### config.mk
export PLATFORM = sky130hd
export DESIGN_NAME = fifo_wr_ptr_full
export DESIGN_NICKNAME = d
export VERILOG_FILES = /design/src/rtl/fifo_wr_ptr_full.sv
export SDC_FILE = /design/constraint.sdc
export NUM_CORES = 1
export LEC_CHECK = 0
export CAP_MARGIN = 20
export CELL_PAD_IN_SITES_DETAIL_PLACEMENT = 0
export CELL_PAD_IN_SITES_GLOBAL_PLACEMENT = 2
export CORE_ASPECT_RATIO = 0.7
export CORE_MARGIN = 3
export CORE_UTILIZATION = 27
export CTS_CLUSTER_SIZE = 30
export DETAILED_ROUTE_END_ITERATION = 8
export PLACE_DENSITY_LB_ADDON = 0.1
export SETUP_SLACK_MARGIN = 0.02
export SYNTH_ARGS = -nofsm -noshare
export SYNTH_HDL_FRONTEND = slang
export SYNTH_SLANG_ARGS = --single-unit
### constraint.sdc
create_clock -name CLK -period 2.4 [get_ports CLK]
set_input_delay 0.48 -clock CLK [delete_from_list [all_inputs] [get_ports CLK]]
set_output_delay 0.48 -clock CLK [all_outputs]
set_load 0.02 [all_outputs]
### src/rtl/fifo_wr_ptr_full.sv
// Write-side pointer/full stage of the async FIFO: binary+Gray write pointer, FULL, level, sticky OVERFLOW.
// Optional ALMOST_FULL output is built when WR_ALMOST_FULL_EN is defined.
module fifo_wr_ptr_full #(
  parameter int ADDR_WIDTH   = 5,
  parameter int AF_THRESHOLD = 28
) (
  input  logic                  CLK,
  input  logic                  RST,
  input  logic                  W_INC,
  input  logic [ADDR_WIDTH:0]   RD_PTR_SYNC,
  output logic                  W_EN,
  output logic [ADDR_WIDTH-1:0] W_ADDR,
  output logic [ADDR_WIDTH:0]   WR_PTR_GRAY,
  output logic                  FULL,
  output logic [ADDR_WIDTH:0]   W_LEVEL,
  output logic                  OVERFLOW
`ifdef WR_ALMOST_FULL_EN
  ,
  output logic                  ALMOST_FULL
`endif
);

  localparam int PW = ADDR_WIDTH + 1;

  if (AF_THRESHOLD < 1 || AF_THRESHOLD > (1 << ADDR_WIDTH) - 1) begin : g_bad_af
    $error("AF_THRESHOLD out of range");
  end

  logic [PW-1:0] wbin_reg;
  logic [PW-1:0] wbin_next;
  logic [PW-1:0] wgray_reg;
  logic [PW-1:0] wgray_next;
  logic [PW-1:0] rbin;
  logic [PW-1:0] level_next;
  logic [PW-1:0] full_gray;
  logic          full_reg;
  logic          full_next;
  logic [PW-1:0] level_reg;
  logic          overflow_reg;

  // Synchronized read pointer back to binary: each bit is the XOR of all Gray bits at or above it.
  for (genvar gi = 0; gi < PW; gi++) begin : g_rbin
    assign rbin[gi] = ^RD_PTR_SYNC[ADDR_WIDTH:gi];
  end

  assign W_EN       = W_INC & ~full_reg;
  assign wbin_next  = wbin_reg + {{ADDR_WIDTH{1'b0}}, W_EN};
  assign wgray_next = wbin_next ^ (wbin_next >> 1);
  assign level_next = wbin_next - rbin;

  // Full when the write pointer is one lap ahead: top two Gray bits inverted, rest equal.
  assign full_gray  = {~RD_PTR_SYNC[ADDR_WIDTH:ADDR_WIDTH-1], RD_PTR_SYNC[ADDR_WIDTH-2:0]};
  assign full_next  = (wgray_next == full_gray);

  always_ff @(posedge CLK or negedge RST) begin
    if (!RST) begin
      wbin_reg     <= '0;
      wgray_reg    <= '0;
      full_reg     <= 1'b0;
      level_reg    <= '0;
      overflow_reg <= 1'b0;
    end else begin
      wbin_reg     <= wbin_next;
      wgray_reg    <= wgray_next;
      full_reg     <= full_next;
      level_reg    <= level_next;
      overflow_reg <= overflow_reg | (W_INC & full_reg);
    end
  end

`ifdef WR_ALMOST_FULL_EN
  localparam logic [PW-1:0] AF_LEVEL = PW'(AF_THRESHOLD);

  logic af_reg;

  always_ff @(posedge CLK or negedge RST) begin
    if (!RST) begin
      af_reg <= 1'b0;
    end else begin
      af_reg <= (level_next >= AF_LEVEL) | full_next;
    end
  end

  assign ALMOST_FULL = af_reg;
`endif

  assign W_ADDR      = wbin_reg[ADDR_WIDTH-1:0];
  assign WR_PTR_GRAY = wgray_reg;
  assign FULL        = full_reg;
  assign W_LEVEL     = level_reg;
  assign OVERFLOW    = overflow_reg;

endmodule

Word level (Yosys, flattened, before mapping)

Index checks and enable logic that the tools add are counted.

Equal/unequal tests: 1
Add/sub/neg operators: 2
Reductions and logical operators: 5
Bitwise gates (word level): 6

Operators by type and width:

| cell                                   | number |
|---|---|
| 6-bit by 1-bit adder with 6-bit output | 1 |
| 6-bit equality test                    | 1 |
| 6-bit parity                           | 1 |
| 6-bit subtractor                       | 1 |
| 6-bit by 5-bit XOR with 6-bit output   | 1 |
| 5-bit parity                           | 1 |
| 4-bit parity                           | 1 |
| 3-bit parity                           | 1 |
| 1-bit AND                              | 2 |
| 2-bit inverter                         | 1 |
| 2-bit parity                           | 1 |
| 1-bit inverter                         | 1 |
| 1-bit OR                               | 1 |

Logic and storage cells: 19
Register bits: 20

Depth between registers and ports, before layout

Word-level depth: 5
Mapped depth: 10
Depth with buffers taken out: 10

Worst setup path before layout

Ideal clock, no wire load.

Path type: input to register
Start: in W_INC
End: reg level_reg[5] (netlist: W_LEVEL[5])
Path slack: -0.316 ns
Setup time: 0.129 ns
Arrival: 2.588 ns
Cell stages on the path: 8
Data required time: 2.271 ns
Cell sequence: nor2b_1 -> ha_1 -> ha_1 -> xnor2_1 -> xnor3_1 -> or3b_1 -> a31o_1 -> xor2_1

Word-level cells in the longest chain between the ends: 3

Ends and longest elaborated chain:

| element                                | RTL line | text |
|---|---|---|
| from (decl)                            | 9        | `input logic W_INC,` |
| 1-bit AND                              | 46       | `assign W_EN = W_INC & ~full_reg;` |
| 6-bit by 1-bit adder with 6-bit output | 47       | `assign wbin_next = wbin_reg + {{ADDR_WIDTH{1'b0}}, W_EN};` |
| 6-bit subtractor                       | 49       | `assign level_next = wbin_next - rbin;` |
| named net level_next[5]                | 34       | `logic [PW-1:0] level_next;` |
| to (signal assigned)                   | 66       | `level_reg <= level_next;` |
| to (decl)                              | 38       | `logic [PW-1:0] level_reg;` |

The timed path passes the listed nets, and every way through them passes these cells.

Worst setup path after layout

Start: in RD_PTR_SYNC[5]
End: reg level_reg[5] (netlist: W_LEVEL[5])

Word-level cells in the longest chain between the ends: 2

Ends and longest elaborated chain:

| element                                    | RTL line | text |
|---|---|---|
| from (decl)                                | 10       | `input logic [ADDR_WIDTH:0] RD_PTR_SYNC,` |
| 6-bit parity, or another cell as far along | 43       | `assign rbin[gi] = ^RD_PTR_SYNC[ADDR_WIDTH:gi];` |
| 6-bit subtractor (*)                       | 49       |  |
| named net level_next[5]                    | 34       |  |

The timed path passes the listed nets; every way through them passes the cells marked *.

==> run summary <==
Result of the run: finished, final reports clean
Number of detailed-route iterations in the first pass: 2
Effective utilization at floorplan: 0.293
Number of warnings reported in the yosys synthesis log: 0
CP max FO: 3
Final clock skew: 0.00591 ns
Post-synth EDFFs: 0
Sum of routed wire length over all layers: 2750 µm
Clock net sink count: 19
Cell with the most instances after synthesis: sky130_fd_sc_hd__dfrtp_1
Count of hold buffers inserted by post-cts repair: 0
Arrival time of the worst setup path: 2.50 ns
Final Cycle Share: 0.983
Pin count of the biggest net entering global routing: 20
Mapped Avg Cell Area: 11.4 µm²
Global-route wire length before repair: 4420 µm
Total design power: 2820 µW
Total core area: 0.00369 mm²
Post-synthesis instance area: 0.00108 mm²
Residual overflow from global routing: 0
Internal power component: 1700 µW
Total via count in the routed design: 865
Total of max-cap violations: 0
Clock network fraction of design power: 0.081
PortBufs: 28
Critical setup path kind: input pin to flop
Switching power share of the total: 0.396
FF+latch count, synth: 19
Number of global-route vias before repair: 887
Switching power: 1120 µW
H-tree lvl count: 1
Total non-filler cell area in the finished layout: 0.00182 mm²
Clock slew seen by the registers of the worst setup and hold paths: 0.08 ns
Worst-case hold slack: 0.479 ns
Fraction of layout cells with a size suffix above 1: 0.344
Cell accounting for the most synthesized area: sky130_fd_sc_hd__dfrtp_1
Share of the yosys chip area belonging to registers: 0.439
Area growth from synthesis to layout: 67.8%
Kind of capture point of the worst setup path: flop
Setup repair after global routing missed its margin: yes
Peak ir drop on the vdd network: 0.643 mV
Number of distinct standard cells referenced by the synthesized netlist: 27
Share of Yosys cell area claimed by the top area cell type: 0.439
Post-synthesis cell count: 95
Number of primary I/O pins: 29
Antenna violations before repair: 0
Worst slew margin relative to its limit: 0.699
Clock tree from TritonCTS: done
Worst path required time: 2.54 ns
Weighted congestion reported at the end of routability-driven placement: 0.744
Worst hold-check path type: flop to flop
Count of final setup violators: 0
Top post-synthesis cells by area: sky130_fd_sc_hd__dfrtp_1 (44%), sky130_fd_sc_hd__xnor2_1 (11%), sky130_fd_sc_hd__ha_1 (8.1%), sky130_fd_sc_hd__xor2_1 (6.5%), sky130_fd_sc_hd__xnor3_1 (4.2%)
DIE WIDTH: 81.7 µm
Net count after synthesis: 112
Detail Route Antenna Nets: 0
Ys flop type: sky130_fd_sc_hd__dfrtp_1
Type of origin of the critical path: input pin
Combinational group share of total power: 0.690
GRT Util Overall: 0.127
Filler Cell Count: 350
Nets@finish: 172
Antenna diode instance count: 0
Clock tree root buffer cell: sky130_fd_sc_hd__clkbuf_8
Via density per instance: 4.24
CTS buffer count: 3
Avg WL per Cell: 13.5 µm
Die Outline Area: 0.00482 mm²
Remaining design rule violation count: 0
Half-perimeter wire length of the detailed placement result: 2000 µm
Slew at the pin closest to its max-slew limit: 0.451 ns
Minimum period implied by the final worst setup slack: 2.36 ns
Deepest clock path buffer count: 2
Pins over their slew limit: 0
Clk_lat worst skew: 0.26 ns
DRC marker count from the first detailed-route iteration: 29
Maximum operating frequency: 424 MHz
P per Cell Area: 1550 mW/mm²
Die Height: 59 µm
Share of total power in sequential cells: 0.230
Setup_tns: 0 ns
Row Count: 18
Top cell types by occurrence after synthesis: sky130_fd_sc_hd__dfrtp_1 (19), sky130_fd_sc_hd__xnor2_1 (13), sky130_fd_sc_hd__inv_1 (8), sky130_fd_sc_hd__xor2_1 (8), sky130_fd_sc_hd__ha_1 (7)
Proportion of synthesized flip-flops having asynchronous set or reset: 1.00
Placed cell areas: 0.00162 mm²
Leak Pwr: 0.000850 µW
Final Hold Fails: 0
Utilization of the core after routing: 0.492
## kinds of logic (layout without fill, tap and decap cells)
group	after synthesis	in the layout	synth area share
xor gates and xnor gates	25	25	0.259
and+or+nand+nor	22	22	0.105
DFF	19	19	0.439
buffers and inverters	11	70	0.0381
AOI/OAI and AO/OA	10	10	0.0601
adders and majority gates	8	8	0.0993
## timing repair
action	in CTS	in global routing
setup endpoints to repair	6	3
gates resized for setup	24	7
gates cloned	0	0
setup buffers	7	0
pin swaps	11	6
## power by group through the flow
stage	Combinational (µW)	Sequential [µW]	Clock, µW
4_1_cts	1890	648	236
6_report	1940	647	227
3_3_place_gp	1740	622	0
3_5_place_dp	1740	625	0
5_1_grt	2130	671	257
2_1_floorplan	859	766	0
## area by class of cell
cell class,instances,area [µm²],share of cell area
Timing Repair Buffer,58,504,0.277
Clock buffer,4,45.0,0.0248
Sequential cell,19,475,0.262
Multi-Input combinational cell,65,701,0.385
Tap cell,50,62.6,0.0344
Inverter,8,30.0,0.0165
## stage by stage
step                      cells  setup slack [ns]
after detailed placement    193            -0.702
after CTS                   204            0.0136
after global placement      193            -0.671
after floorplan              95           -0.0788
after global routing        204           -0.0107
final                       204            0.0397
## cell usage in the layout, fill, tap and decap left out, drive strengths merged
cell type	netlist	final
a211oi	1	1
a21o	1	1
a21oi	3	3
a31o	1	1
a41oi	1	1
and2	2	2
and3	1	1
buf	0	32
clkbuf	3	5
clkdlybuf4s50	0	23
dfrtp	19	19
dlygate4sd2	0	1
dlymetal6s2s	0	1
fa	1	1
ha	7	7
inv	8	8
nand2	6	6
nand3	2	2
nor2	3	3
nor2b	1	1
nor3	3	3
nor4b	1	1
o21ai	2	2
o21bai	1	1
or3	2	2
or3b	1	1
xnor2	13	13
xnor3	3	3
xor2	8	8
xor3	1	1
## layer usage
layer / wire length, µm / vias up / GRT usage
met1: 1330 / 416 / 0.168
met4: 15 / 0 / 0.0284
li1: - / 432 / -
met5: 0 / - / 0
met3: 128 / 2 / 0.0441
met2: 1280 / 15 / 0.201
## path summary, 6_finish.rpt
kind / start / end / slack, ns / cells past startpoint
min in group asynchronous: RST / WR_PTR_GRAY[1] / 0.56 / 2
min reg2reg: OVERFLOW / OVERFLOW / 0.48 / 1
min: OVERFLOW / OVERFLOW / 0.48 / 1
max: RD_PTR_SYNC[5] / W_LEVEL[5] / 0.04 / 9
max reg2reg: FULL / W_LEVEL[5] / 0.17 / 8
max in group asynchronous: RST / OVERFLOW / 1.63 / 2
## critical path, stage by stage
cell	delay (ns)
sky130_fd_sc_hd__buf_6	0.07
sky130_fd_sc_hd__xor3_2	0.48
sky130_fd_sc_hd__xnor2_4	0.16
sky130_fd_sc_hd__xor2_2	0.20
sky130_fd_sc_hd__buf_4	0.15
sky130_fd_sc_hd__ha_4	0.24
sky130_fd_sc_hd__or3b_4	0.36
sky130_fd_sc_hd__a31o_1	0.19
sky130_fd_sc_hd__xor2_1	0.15
No activity file was read; power rests on OpenSTA's default activity.
